$ cat src/rtl/instr_prefetch_unit.sv
// Instruction prefetch unit: issues sequential word fetches to a synchronous-read
// instruction memory, buffers returned words with their PCs in a DEPTH-entry queue,
// and hands them to decode over a valid/ready handshake. A redirect flushes all
// buffered and in-flight work and restarts fetch at a new word-aligned PC.
// Optional feature macro: IFU_PERF_COUNTERS_EN adds saturating perf_delivered and
// perf_redirects counters as extra output ports.
module instr_prefetch_unit #(
    parameter int unsigned              ADDRESS_WIDTH = 32,
    parameter int unsigned              INSTR_WIDTH   = 32,
    parameter int unsigned              DEPTH         = 4,
    parameter logic [ADDRESS_WIDTH-1:0] RESET_PC      = '0
) (
    input  logic                     clk,
    input  logic                     reset,
    input  logic                     fetch_en,
    input  logic                     redirect,
    input  logic [ADDRESS_WIDTH-1:0] redirect_pc,
    output logic                     imem_req,
    output logic [ADDRESS_WIDTH-1:0] imem_addr,
    input  logic [INSTR_WIDTH-1:0]   imem_rdata,
    output logic                     instr_valid,
    input  logic                     instr_ready,
    output logic [INSTR_WIDTH-1:0]   instr,
    output logic [ADDRESS_WIDTH-1:0] instr_pc
`ifdef IFU_PERF_COUNTERS_EN
    ,
    output logic [31:0]              perf_delivered,
    output logic [31:0]              perf_redirects
`endif
);

    localparam int unsigned PtrW = $clog2(DEPTH);
    localparam int unsigned CntW = PtrW + 1;

    logic [ADDRESS_WIDTH-1:0] fetch_pc_q, fetch_pc_d;
    logic                     inflight_q, inflight_d;
    logic [ADDRESS_WIDTH-1:0] inflight_pc_q, inflight_pc_d;
    logic [PtrW-1:0]          rd_ptr_q, rd_ptr_d;
    logic [PtrW-1:0]          wr_ptr_q, wr_ptr_d;
    logic [CntW-1:0]          count_q, count_d;
    logic [CntW-1:0]          occupancy;

    logic [INSTR_WIDTH-1:0]   instr_mem_q [DEPTH];
    logic [ADDRESS_WIDTH-1:0] pc_mem_q    [DEPTH];

    logic push;
    logic pop;

    // Low address bits are always forced to zero on a redirect.
    logic unused_redirect_pc_lsb;
    assign unused_redirect_pc_lsb = ^redirect_pc[1:0];

    // The in-flight slot is counted as occupied so a returning word always has room.
    assign occupancy = count_q + CntW'(inflight_q);
    assign imem_req  = fetch_en & ~redirect & ~reset & (occupancy < CntW'(DEPTH));
    assign imem_addr = fetch_pc_q;

    // A redirect discards both the returning word and any pop in the same cycle.
    assign push = inflight_q & ~redirect;
    assign pop  = instr_valid & instr_ready & ~redirect;

    assign instr_valid = (count_q != '0);
    assign instr       = instr_mem_q[rd_ptr_q];
    assign instr_pc    = pc_mem_q[rd_ptr_q];

    // Next-state for fetch PC, in-flight tracking and queue bookkeeping.
    always_comb begin
        fetch_pc_d    = fetch_pc_q;
        inflight_d    = inflight_q;
        inflight_pc_d = inflight_pc_q;
        rd_ptr_d      = rd_ptr_q;
        wr_ptr_d      = wr_ptr_q;
        count_d       = count_q;
        if (redirect) begin
            fetch_pc_d = {redirect_pc[ADDRESS_WIDTH-1:2], 2'b00};
            inflight_d = 1'b0;
            rd_ptr_d   = '0;
            wr_ptr_d   = '0;
            count_d    = '0;
        end else begin
            inflight_d = imem_req;
            if (imem_req) begin
                fetch_pc_d    = fetch_pc_q + ADDRESS_WIDTH'(4);
                inflight_pc_d = fetch_pc_q;
            end
            if (push) begin
                wr_ptr_d = wr_ptr_q + PtrW'(1);
            end
            if (pop) begin
                rd_ptr_d = rd_ptr_q + PtrW'(1);
            end
            unique case ({push, pop})
                2'b10:   count_d = count_q + CntW'(1);
                2'b01:   count_d = count_q - CntW'(1);
                default: count_d = count_q;
            endcase
        end
    end

    // Control state registers with synchronous reset.
    always_ff @(posedge clk) begin
        if (reset) begin
            fetch_pc_q    <= RESET_PC;
            inflight_q    <= 1'b0;
            inflight_pc_q <= '0;
            rd_ptr_q      <= '0;
            wr_ptr_q      <= '0;
            count_q       <= '0;
        end else begin
            fetch_pc_q    <= fetch_pc_d;
            inflight_q    <= inflight_d;
            inflight_pc_q <= inflight_pc_d;
            rd_ptr_q      <= rd_ptr_d;
            wr_ptr_q      <= wr_ptr_d;
            count_q       <= count_d;
        end
    end

    // Queue storage; contents are don't-care until count marks them valid.
    always_ff @(posedge clk) begin
        if (push && !reset) begin
            instr_mem_q[wr_ptr_q] <= imem_rdata;
            pc_mem_q[wr_ptr_q]    <= inflight_pc_q;
        end
    end

`ifdef IFU_PERF_COUNTERS_EN
    logic [31:0] perf_delivered_q;
    logic [31:0] perf_redirects_q;

    // Saturating event counters for delivered instructions and redirects.
    always_ff @(posedge clk) begin
        if (reset) begin
            perf_delivered_q <= '0;
            perf_redirects_q <= '0;
        end else begin
            if (instr_valid && instr_ready && (perf_delivered_q != '1)) begin
                perf_delivered_q <= perf_delivered_q + 32'd1;
            end
            if (redirect && (perf_redirects_q != '1)) begin
                perf_redirects_q <= perf_redirects_q + 32'd1;
            end
        end
    end

    assign perf_delivered = perf_delivered_q;
    assign perf_redirects = perf_redirects_q;
`endif

endmodule

$ cat config.mk
export PLATFORM = sky130hd
export DESIGN_NAME = instr_prefetch_unit
export DESIGN_NICKNAME = d
export VERILOG_FILES = /design/src/rtl/instr_prefetch_unit.sv
export SDC_FILE = /design/constraint.sdc
export NUM_CORES = 1
export LEC_CHECK = 0
export ABC_AREA = 0
export CAP_MARGIN = 10
export CORE_MARGIN = 5
export CORE_UTILIZATION = 25
export CTS_BUF_LIST = sky130_fd_sc_hd__clkbuf_8
export DETAILED_ROUTE_END_ITERATION = 16
export REMOVE_ABC_BUFFERS = 1
export SLEW_MARGIN = 20
export SYNTH_ARGS = -nofsm -noshare
export SYNTH_HDL_FRONTEND = slang
export SYNTH_SLANG_ARGS = --single-unit
$ cat constraint.sdc
create_clock -name clk -period 3.6 [get_ports clk]
set_input_delay 0.54 -clock clk [delete_from_list [all_inputs] [get_ports clk]]
set_output_delay 0.54 -clock clk [all_outputs]
set_load 0.02 [all_outputs]
Yosys cells after proc, flatten, opt, wreduce, memory -nomap -nowiden
Memory sizes are Yosys's and may differ from the RTL's. A register that Yosys moved wholly into a read port is not among the register bits.
Index checks and enable logic that the tools add are counted.
W data, S select, Z words.
{"block": "op_classes", "shift": 0, "muxes": 9, "n_eq_ne": 2, "order_cmp": 1, "bitwise_logic": 8, "div": 0, "multipliers": 0, "addsub": 6, "n_reduce_logical": 7}
{"operator": "$mux W32", "count": 2}
{"operator": "$add A32 B3 Y32 const B", "count": 1}
{"operator": "$mux W2", "count": 4}
{"operator": "$and A1 B1 Y1", "count": 6}
{"operator": "$pmux W3 S2", "count": 1}
{"operator": "$add A2 B1 Y2 const B", "count": 2}
{"operator": "$reduce_bool A2 Y1", "count": 2}
{"operator": "$add A3 B1 Y3", "count": 1}
{"operator": "$add A3 B1 Y3 const B", "count": 1}
{"operator": "$lt A3 B3 Y1 const B", "count": 1}
{"operator": "$reduce_bool A3 Y1", "count": 1}
{"operator": "$sub A3 B1 Y3 const B", "count": 1}
{"operator": "$eq A2 B1 Y1 const B", "count": 1}
{"operator": "$eq A2 B2 Y1 const B", "count": 1}
{"operator": "$mux W1", "count": 2}
{"operator": "$not A1 Y1", "count": 2}
{"operator": "$reduce_and A2 Y1", "count": 1}
{"operator": "$reduce_or A2 Y1", "count": 1}
{"operator": "$logic_and A1 B1 Y1", "count": 1}
{"operator": "$logic_not A1 Y1", "count": 1}
{"block": "word_totals", "wordCells": 42, "latch_bits": 0, "regBits": 72, "romBits": 0, "output_inout_bits": 98, "in_bits": 69, "ramBits": 256, "memories": 2}
{"memory": "instr_mem_q", "depth": 4, "width": 32, "rd": 1, "rd_clocked_by_memory_dff": 1, "write_ports": 1, "line_no": "43", "source": "logic [INSTR_WIDTH-1:0] instr_mem_q [DEPTH];"}
{"memory": "pc_mem_q", "depth": 4, "width": 32, "rd": 1, "rd_clocked_by_memory_dff": 1, "write_ports": 1, "line_no": "44", "source": "logic [ADDRESS_WIDTH-1:0] pc_mem_q [DEPTH];"}

Depth between registers and ports, before layout
Gate-level depths: netlist of the first run.
{"block": "depth", "ltp_word": 6, "mapped_depth": 11, "depth_no_buf": 8}

Worst setup path before layout of the first run
No wires, ideal clock.
{"block": "synth_timing", "path_type": "input to register", "from": "input redirect", "to": "memory instr_mem_q[0][0], enable pin", "setup_ns": 0.427, "required_ns": 3.173, "path_buffers": 1, "t_arrival_ns": 2.539, "cell_stages": 3, "path_slack_ns": 0.635, "path_cell_list": "clkbuf_1 > nor2_2 > and3_1"}
{"block": "synth_via", "elab_chain_cells": 5}
{"element": "start, declared", "line_no": "16", "source": "input logic redirect,"}
{"element": "$not A1 Y1 (no line)"}
{"element": "$and A1 B1 Y1", "line_no": "59", "source": "assign push = inflight_q & ~redirect;"}
{"element": "$logic_and A1 B1 Y1", "line_no": "121", "source": "if (push && !reset) begin"}
{"element": "$mux W1", "line_no": "121"}
{"element": "$mux W1 (not written as such)", "line_no": "122", "source": "instr_mem_q[wr_ptr_q] <= imem_rdata;"}
{"element": "end, declared", "line_no": "43"}
No other way between the ends.

==> impl_metrics.csv, run 1 <==
group,metric,value,unit
run_status,status,"complete, no violations",
logic_synthesis,ys.flop_type,"edfxtp_1",
sta,setup_viol,0,
logic_synthesis,synthDistinctLibCells,61,
logic_synthesis,synth-seq-cells,318,
worst_setup_path,critPathBufInv,2,
power_and_ir_drop,p_leak,5.01,nW
final_layout,final_core_util,32.4,%
detailed_routing,vias,7356,
cts,htreeDepth,2,
sta,rsz0062_at_grt,"false",
worst_setup_path,critPathLaunchType,"register",
cts,hold_buffers,0,
worst_setup_path,required,3060,ps
final_layout,fillers,4846,
die,die-area,0.0541,mm2
cts,path_clk_slew,60,ps
detailed_routing,routed_wl,31400,um
sta,max_freq,310,MHz
logic_synthesis,synth-edff-count,248,
detailed_routing,wl_per_cell,19.0,um
cts,cts_inserted_buffers,55,
die,rows,81,
placed_design,placed_cell_area,0.0148,mm2
global_route,track_usage,11.5,%
worst_setup_path,crit_family,"buffers and inverters",
power_and_ir_drop,irDropWorstVdd,255,uV
worst_setup_path,worst-endpoint-arrival,2680,ps
cts,postCtsSetupRepairBufs,0,
logic_synthesis,synth_warnings,0,
logic_synthesis,ys_top_cells_by_count,"248 x edfxtp_1, 94 x nand2_1, 70 x dfxtp_1, 62 x mux4_2, 46 x a21oi_1",
global_route,grt_max_degree,66,
worst_setup_path,worstPathMaxFanout,32,
logic_synthesis,seq_area_frac_synth,71.4,%
sta,fin_crit,3220,ps
placed_design,numPortBuffers,160,
final_layout,nets,1021,
worst_setup_path,max_stage_delay,720,ps
logic_synthesis,yosysMostFrequentCell,"edfxtp_1",
sta,slew_headroom,50.1,%
detailed_routing,drt_pass1_iterations,5,
sta,setup_tns,0,ps
placed_design,place_congestion,0.769,
cts,clk_latency,620,ps
die,initial_core_util,25.3,%
worst_setup_path,cp-end-kind,"output port",
logic_synthesis,synth_top_area_share,60.1,%
logic_synthesis,synth.top_cells.by_area,"edfxtp_1 60%, dfxtp_1 11%, mux4_2 11%",
sta,holdWs,365,ps
cts,cts.sink_count,318,
global_route,grt_pass1_wl,47100,um
detailed_routing,viasPerCell,4.45,
final_layout,multi_input_area,0.00327,mm2
sta,layout_setup_ws,376,ps
die,fp.dieW,233,um
cts,cts_tree,"built",
worst_setup_path,cp_cell_sequence,"buf_4, mux4_2, clkdlybuf4s50_1",
final_layout,seqCellArea,0.00886,mm2
global_route,antenna_found_initial,1,
global_route,grt-ovfl-total,0,
sta,tightestPinTransition,748,ps
cts,cts-resized-gates,0,
logic_synthesis,async_flop_share,0,%
cts,clockBufferDepth,3,
logic_synthesis,synth_area_per_cell,16.5,um2
detailed_routing,drc_errors,0,
die,ios,167,
detailed_routing,ant_nets,0,
detailed_routing,drtIter0Drc,602,
cts,root_buffer,"clkbuf_8",
final_layout,stdcell_area,0.0159,mm2
sta,finalCritPeriodShare,89.5,%
die,fp.coreArea,0.0490,mm2
worst_setup_path,slowest_stage,"dfxtp_4",
final_layout,layout-drive-gt1-share,18.2,%
final_layout,syn_to_final_growth,28.2,%
sta,slew_violations,0,
placed_design,pre_cts_slack,705,ps
power_and_ir_drop,powerDensity,467,mW/mm2
job,max_cap_violations,0,
logic_synthesis,netlist_area,0.0124,mm2
sta,skew,20.0,ps
global_route,grt_pass1_vias,7713,
worst_hold_path,min_path_type,"input port to register",
sta,hold_viol,0,
die,die_y,233,um
logic_synthesis,syn-instance-count,749,
placed_design,dp_hpwl,20200,um
worst_setup_path,path_class,"register to output port",
logic_synthesis,yosysTopAreaCell,"edfxtp_1",
-- sequential cells by signal, summed over array words and instances, names as in the netlist, named ones only --
register and cells:
instr_mem_q 128, pc_mem_q 120, imem_addr 30, inflight_pc_q 30, count_q 3, rd_ptr_q 2, wr_ptr_q 2, inflight_q 1
-- final cells by class --
cell class | count | share of cell area (%)
well taps | 664 | 5.23
clock buffers | 59 | 5.11
repair buffers | 181 | 11.5
clock inverters | 42 | 1.45
multi-input cells | 376 | 20.6
inverters | 13 | 0.323
diodes | 1 | 0.0158
flip-flops and latches | 318 | 55.8
-- layer usage --
layer  part of all wire (%)  up-vias  global-route usage [%]
li1                       -     3337                       -
met1                     43     3701                    14.9
met2                     47      275                    18.5
met3                    8.1       43                    3.32
met4                    2.1        0                    3.64
met5                      0        -                       0
-- power by group --
group / internal (W) / switching [W]
Sequential: 0.00397 / 0.0000528
Combinational: 0.000148 / 0.000166
Clock: 0.00165 / 0.00143
-- cell families after synthesis --
family          count (synthesis)  share of synthesized area, %
buf+inv                        58                          2.43
mux                            65                          11.5
simple gates                  191                          7.65
other cells                     1                        0.0303
fa+ha+maj                       7                         0.768
xor+xnor                       11                         0.778
flops                         318                          71.4
compound gates                 98                          5.36
-- metrics by stage --
step                      power (W)  instances
after floorplan             0.00419        707
after global placement      0.00441       1552
after detailed placement    0.00441       1552
after CTS                   0.00757       1653
after global routing        0.00773       1653
final                       0.00742       1654
-- worst paths after layout --
check,startpoint,end,cells after the start,slack (ps)
setup / recovery,register,instr[11],3,380
hold reg to reg,inflight_pc_q[30],pc_mem_q[3][30],0,490
setup reg to reg,inflight_q,imem_addr[21],7,1120
hold / removal,reset,imem_addr[17],4,370
-- cell usage in the layout, fill, tap and decap left out, types with 6 or more instances in the layout --
master           netlist  routed
edfxtp_1             248     248
clkdlybuf4s50_1        0     159
nand2_1               94      94
dfxtp_1               70      68
mux4_2                62      62
clkbuf_8               4      59
a21oi_1               46      46
inv_1                 12      29
nor2_1                26      26
nand4_1               15      15
clkinv_1               0      15
buf_4                  6      15
nand3_1               12      12
a31oi_1               12      12
o21ai_0                8       8
or3_1                  7       7
o311ai_0               7       7
xnor2_1                6       6
ha_1                   6       6
buf_12                 0       6
-- worst register-to-register path, cell delays in order, from the launching register on --
cell,delay (ps)
dfxtp_1,560
and4_1,470
o211ai_4,140
inv_4,80
buf_4,400
nand2_2,130
or4_1,420
a31oi_1,190
No activity file was read; power rests on OpenSTA's default activity.
==> run 2: changes to the inputs <==
--- a/config.mk
+++ b/config.mk
@@ -11,7 +11,6 @@
 export CORE_UTILIZATION = 25
 export CTS_BUF_LIST = sky130_fd_sc_hd__clkbuf_8
 export DETAILED_ROUTE_END_ITERATION = 16
-export REMOVE_ABC_BUFFERS = 1
 export SLEW_MARGIN = 20
 export SYNTH_ARGS = -nofsm -noshare
 export SYNTH_HDL_FRONTEND = slang
==> run 2 against run 1 <==
Net effect: setup slack worse by 28 ps; total power up 2.5%; utilization is 0.13 points higher; critical path type unchanged; sequential power about the same.
==> impl_metrics.csv, run 2 (synthesis gave the netlist of run 1 again) <==
group,metric,value,unit
sta,setup_viol,0,
cts,cts_tree,"built",
cts,htreeDepth,2,
global_route,grt-ovfl-total,0,
die,die_y,233,um
sta,holdWs,425,ps
final_layout,stdcell_area,0.0159,mm2
cts,cts_inserted_buffers,56,
global_route,grt_pass1_wl,46600,um
worst_setup_path,path_class,"register to output port",
cts,path_clk_slew,60,ps
final_layout,nets,1021,
detailed_routing,drt_pass1_iterations,4,
final_layout,max_flop_register,"instr_mem_q",
sta,rsz0062_at_grt,"false",
placed_design,placed_cell_area,0.0148,mm2
die,fp.coreArea,0.0490,mm2
global_route,antenna_found_initial,0,
sta,slew_violations,0,
sta,max_freq,308,MHz
final_layout,multi_input_area,0.00327,mm2
final_layout,seqCellArea,0.00886,mm2
sta,finalCritPeriodShare,90.3,%
detailed_routing,ant_nets,0,
detailed_routing,routed_wl,30900,um
worst_setup_path,crit_end,"instr_pc[12]",
run_status,status,"complete, no violations",
detailed_routing,drtIter0Drc,434,
final_layout,mostFrequentLayoutCell,"edfxtp_1",
die,die-area,0.0541,mm2
sta,hold_viol,0,
worst_setup_path,worst-endpoint-arrival,2710,ps
detailed_routing,drc_errors,0,
global_route,track_usage,11.3,%
worst_setup_path,rr_startpoint,"inflight_q",
placed_design,place_congestion,0.788,
cts,hold_buffers,0,
final_layout,antenna_cells,0,
final_layout,mostFrequentLayoutCells,"248 x edfxtp_1, 159 x clkdlybuf4s50_1, 94 x nand2_1, 68 x dfxtp_1, 62 x mux4_2",
worst_hold_path,min_path_type,"input port to register",
worst_setup_path,critPathLaunchType,"register",
placed_design,pre_cts_slack,796,ps
placed_design,dp_hpwl,19800,um
sta,skew,27.2,ps
sta,tightestPinTransition,755,ps
worst_setup_path,rr_endpoint,"imem_addr[21]",
final_layout,layout-drive-gt1-share,18.5,%
power_and_ir_drop,irDropWorstVdd,262,uV
final_layout,top_regs,"instr_mem_q (128), pc_mem_q (120)",
cts,clockBufferDepth,3,
job,max_cap_violations,0,
die,fp.dieW,233,um
global_route,grt_max_degree,66,
sta,slew_headroom,49.7,%
sta,setup_tns,0,ps
global_route,grt_pass1_vias,7640,
final_layout,fillers,4788,
worst_setup_path,required,3060,ps
die,initial_core_util,25.3,%
worst_setup_path,cp_cell_sequence,"buf_12, mux4_2, clkdlybuf4s50_1",
cts,root_buffer,"clkbuf_8",
cts,cts.sink_count,318,
die,rows,81,
worst_setup_path,r2r_cells,7,
worst_setup_path,slowest_stage,"dfxtp_4",
die,ios,167,
cts,postCtsSetupRepairBufs,0,
cts,cts-resized-gates,0,
power_and_ir_drop,p_leak,5.02,nW
sta,layout_setup_ws,348,ps
final_layout,largest_register_ffs,128,
detailed_routing,wl_per_cell,18.7,um
worst_setup_path,max_stage_delay,610,ps
worst_setup_path,worstPathMaxFanout,26,
sta,fin_crit,3250,ps
detailed_routing,viasPerCell,4.43,
worst_setup_path,cp-end-kind,"output port",
cts,clk_latency,610,ps
power_and_ir_drop,powerDensity,477,mW/mm2
placed_design,numPortBuffers,160,
worst_setup_path,r2r_slack,1090,ps
detailed_routing,vias,7325,
final_layout,syn_to_final_growth,28.7,%
[run 2: metrics by stage]
stage	instances	total power [W]	utilization, %
after floorplan	752	0.00422	-
after global placement	1551	0.00440	30.3
after detailed placement	1551	0.00441	30.3
after CTS	1652	0.00773	32.6
after global routing	1652	0.00791	32.6
final	1652	0.00761	32.6
[run 2: critical path: cells and delay by family, from the launching register on]
family / cells / cell delay [ps]
DFF: 1 / 610
muxes: 1 / 540
buffers and inverters: 2 / 910
[run 2: worst min-delay path by stage]
stage,depth (start not counted),endpoint,slack [ps],start
global placement,2,inflight_pc_q[23],480,inflight_pc_q[23]
detailed placement,0,pc_mem_q[0][29],480,inflight_pc_q[29]
CTS,5,imem_addr[17],360,reset
finish,5,imem_addr[17],420,reset
global route,5,imem_addr[12],410,reset
floorplan,0,pc_mem_q[0][10],460,inflight_pc_q[10]
[run 2: layout make-up]
cell class,instances,area share (%)
Sequential cell,318,55.6
Multi-Input combinational cell,376,20.5
Timing Repair Buffer,180,11.5
Tap cell,664,5.21
Clock buffer,60,5.18
Clock inverter,41,1.74
Inverter,13,0.322
[run 2: power by group]
group | switching [W] | total, W | leakage [nW] | internal, W
registers | 0.0000550 | 0.00402 | 2.82 | 0.00397
logic | 0.000161 | 0.000310 | 1.60 | 0.000149
clock network | 0.00146 | 0.00327 | 0.597 | 0.00182
total | 0.00167 | 0.00761 | 5.02 | 0.00593
[run 2: per-layer routing]
layer	wire length (um)	global-route usage (%)
met1	14100	15.6
met2	13900	17.1
met3	1900	2.93
met4	952	4.28
met5	0	0
==> run 3: changes to the inputs <==
--- a/config.mk
+++ b/config.mk
@@ -7,11 +7,16 @@
 export LEC_CHECK = 0
 export ABC_AREA = 0
 export CAP_MARGIN = 10
+export CELL_PAD_IN_SITES_DETAIL_PLACEMENT = 0
+export CELL_PAD_IN_SITES_GLOBAL_PLACEMENT = 2
 export CORE_MARGIN = 5
 export CORE_UTILIZATION = 25
 export CTS_BUF_LIST = sky130_fd_sc_hd__clkbuf_8
+export CTS_CLUSTER_SIZE = 20
 export DETAILED_ROUTE_END_ITERATION = 16
+export PLACE_DENSITY_LB_ADDON = 0.1
 export SLEW_MARGIN = 20
 export SYNTH_ARGS = -nofsm -noshare
 export SYNTH_HDL_FRONTEND = slang
 export SYNTH_SLANG_ARGS = --single-unit
+export TNS_END_PERCENT = 20
==> run 3 against run 2 <==
Net effect: cell area down 0.21%; sequential power about the same; sequential share of layout area grew 0.12 points; largest power group unchanged.
==> impl_metrics.csv, run 3 (synthesis gave the netlist of run 1 again) <==
group,metric,value,unit
die,fp.coreArea,0.0490,mm2
sta,setup_viol,0,
detailed_routing,viasPerCell,4.41,
sta,hold_viol,0,
cts,postCtsSetupRepairBufs,0,
sta,slew_headroom,44.8,%
detailed_routing,vias,7320,
placed_design,dp_hpwl,22100,um
placed_design,numPlacedInstances,1556,
sta,finalCritPeriodShare,92.2,%
sta,fin_crit,3320,ps
sta,setup_tns,0,ps
power_and_ir_drop,irDropWorstVdd,234,uV
detailed_routing,drc_errors,0,
global_route,grt-ovfl-total,0,
final_layout,layout-drive-gt1-share,18.4,%
sta,max_freq,301,MHz
worst_setup_path,cp-end-kind,"output port",
cts,clk_latency,640,ps
sta,tightestPinTransition,828,ps
worst_setup_path,critPathLaunchType,"register",
worst_setup_path,worst-endpoint-arrival,2780,ps
power_and_ir_drop,power,0.00745,W
final_layout,mostFrequentLayoutCells,"248 x edfxtp_1, 159 x clkdlybuf4s50_1, 94 x nand2_1, 68 x dfxtp_1, 62 x mux4_2",
worst_hold_path,min_path_type,"input port to register",
die,die-area,0.0541,mm2
die,initial_core_util,25.3,%
die,ios,167,
detailed_routing,drt_pass1_iterations,4,
cts,root_buffer,"clkbuf_8",
sta,slew_violations,0,
global_route,grt_pass1_wl,52700,um
worst_setup_path,worstPathMaxFanout,15,
final_layout,antenna_cells,0,
placed_design,place_congestion,0.690,
die,die_y,233,um
detailed_routing,ant_nets,0,
power_and_ir_drop,powerDensity,468,mW/mm2
die,fp.dieW,233,um
die,rows,81,
cts,cts_inserted_buffers,58,
global_route,grt_pass1_vias,7938,
sta,layout_setup_ws,282,ps
final_layout,top_regs,"instr_mem_q (128), pc_mem_q (120)",
cts,cts-resized-gates,0,
worst_setup_path,required,3060,ps
worst_setup_path,path_class,"register to output port",
sta,skew,14.5,ps
global_route,track_usage,13.0,%
placed_design,numPortBuffers,160,
job,max_cap_violations,0,
final_layout,nets,1028,
final_layout,max_flop_register,"instr_mem_q",
detailed_routing,routed_wl,34900,um
power_and_ir_drop,p_leak,5.06,nW
global_route,grt_max_degree,66,
final_layout,instances_no_fill,1658,
placed_design,pre_cts_slack,645,ps
detailed_routing,drtIter0Drc,401,
final_layout,final_core_util,32.5,%
final_layout,syn_to_final_growth,28.5,%
detailed_routing,wl_per_cell,21.1,um
cts,path_clk_slew,70,ps
cts,htreeDepth,2,
sta,rsz0062_at_grt,"false",
run_status,status,"complete, no violations",
final_layout,mostFrequentLayoutCell,"edfxtp_1",
final_layout,largest_register_ffs,128,
cts,cts.sink_count,318,
cts,cts_tree,"built",
cts,hold_buffers,0,
final_layout,fillers,4844,
cts,clockBufferDepth,3,
global_route,antenna_found_initial,0,
## run 3: cell types whose count changed in the layout (fill, tap and decap cells not counted), moves of 2 or more
cell	previous run	this run
clkinv_2	6	3
bufinv_16	4	1
inv_8	0	2
buf_4	13	18
clkinvlp_4	3	1
clkinv_1	17	10
inv_1	23	36
## run 3: stage by stage
stage               instance area (um2)  hold slack [ps]
floorplan                         12400              460
CTS                               15900              242
global route                      15900              282
global placement                  14900              485
detailed placement                14900              492
finish                            15900              315
## run 3: final timing paths
kind | startpoint | to | slack [ps] | cells after the start
setup / recovery | register | instr_pc[8] | 280 | 3
hold / removal | reset | imem_addr[12] | 320 | 4
setup reg to reg | inflight_q | imem_addr[25] | 1140 | 5
hold reg to reg | inflight_pc_q[23] | inflight_pc_q[23] | 490 | 2
## run 3: layer usage
| metal | vias up | global-route usage, % | routed length [um] |
|---|---|---|---|
| met5 | - | 0 | 0 |
| met2 | 175 | 20.9 | 16700 |
| met1 | 3736 | 17.3 | 15700 |
| met4 | 0 | 3.67 | 782 |
| li1 | 3343 | - | - |
| met3 | 66 | 3.65 | 1750 |
## run 3: worst max-delay path, cell delays in order (launching register included)
cell             delay (ps)
dfxtp_4                 590
buf_4                   400
mux4_2                  570
clkdlybuf4s50_1         570
## run 3: power breakdown
| group | leakage [nW] | internal, W | switching, W |
|---|---|---|---|
| Sequential | 2.82 | 0.00397 | 0.0000566 |
| Clock | 0.614 | 0.00159 | 0.00151 |
| Combinational | 1.62 | 0.000148 | 0.000169 |
| Total | 5.06 | 0.00571 | 0.00174 |
## run 3: layout make-up
type	count	area, um2	share of cell area, %
clock inverters	43	220	1.38
flip-flops and latches	318	8860	55.7
clock buffers	59	812	5.10
repair buffers	185	1870	11.8
multi-input cells	376	3270	20.5
well taps	664	831	5.22
inverters	13	51.3	0.322
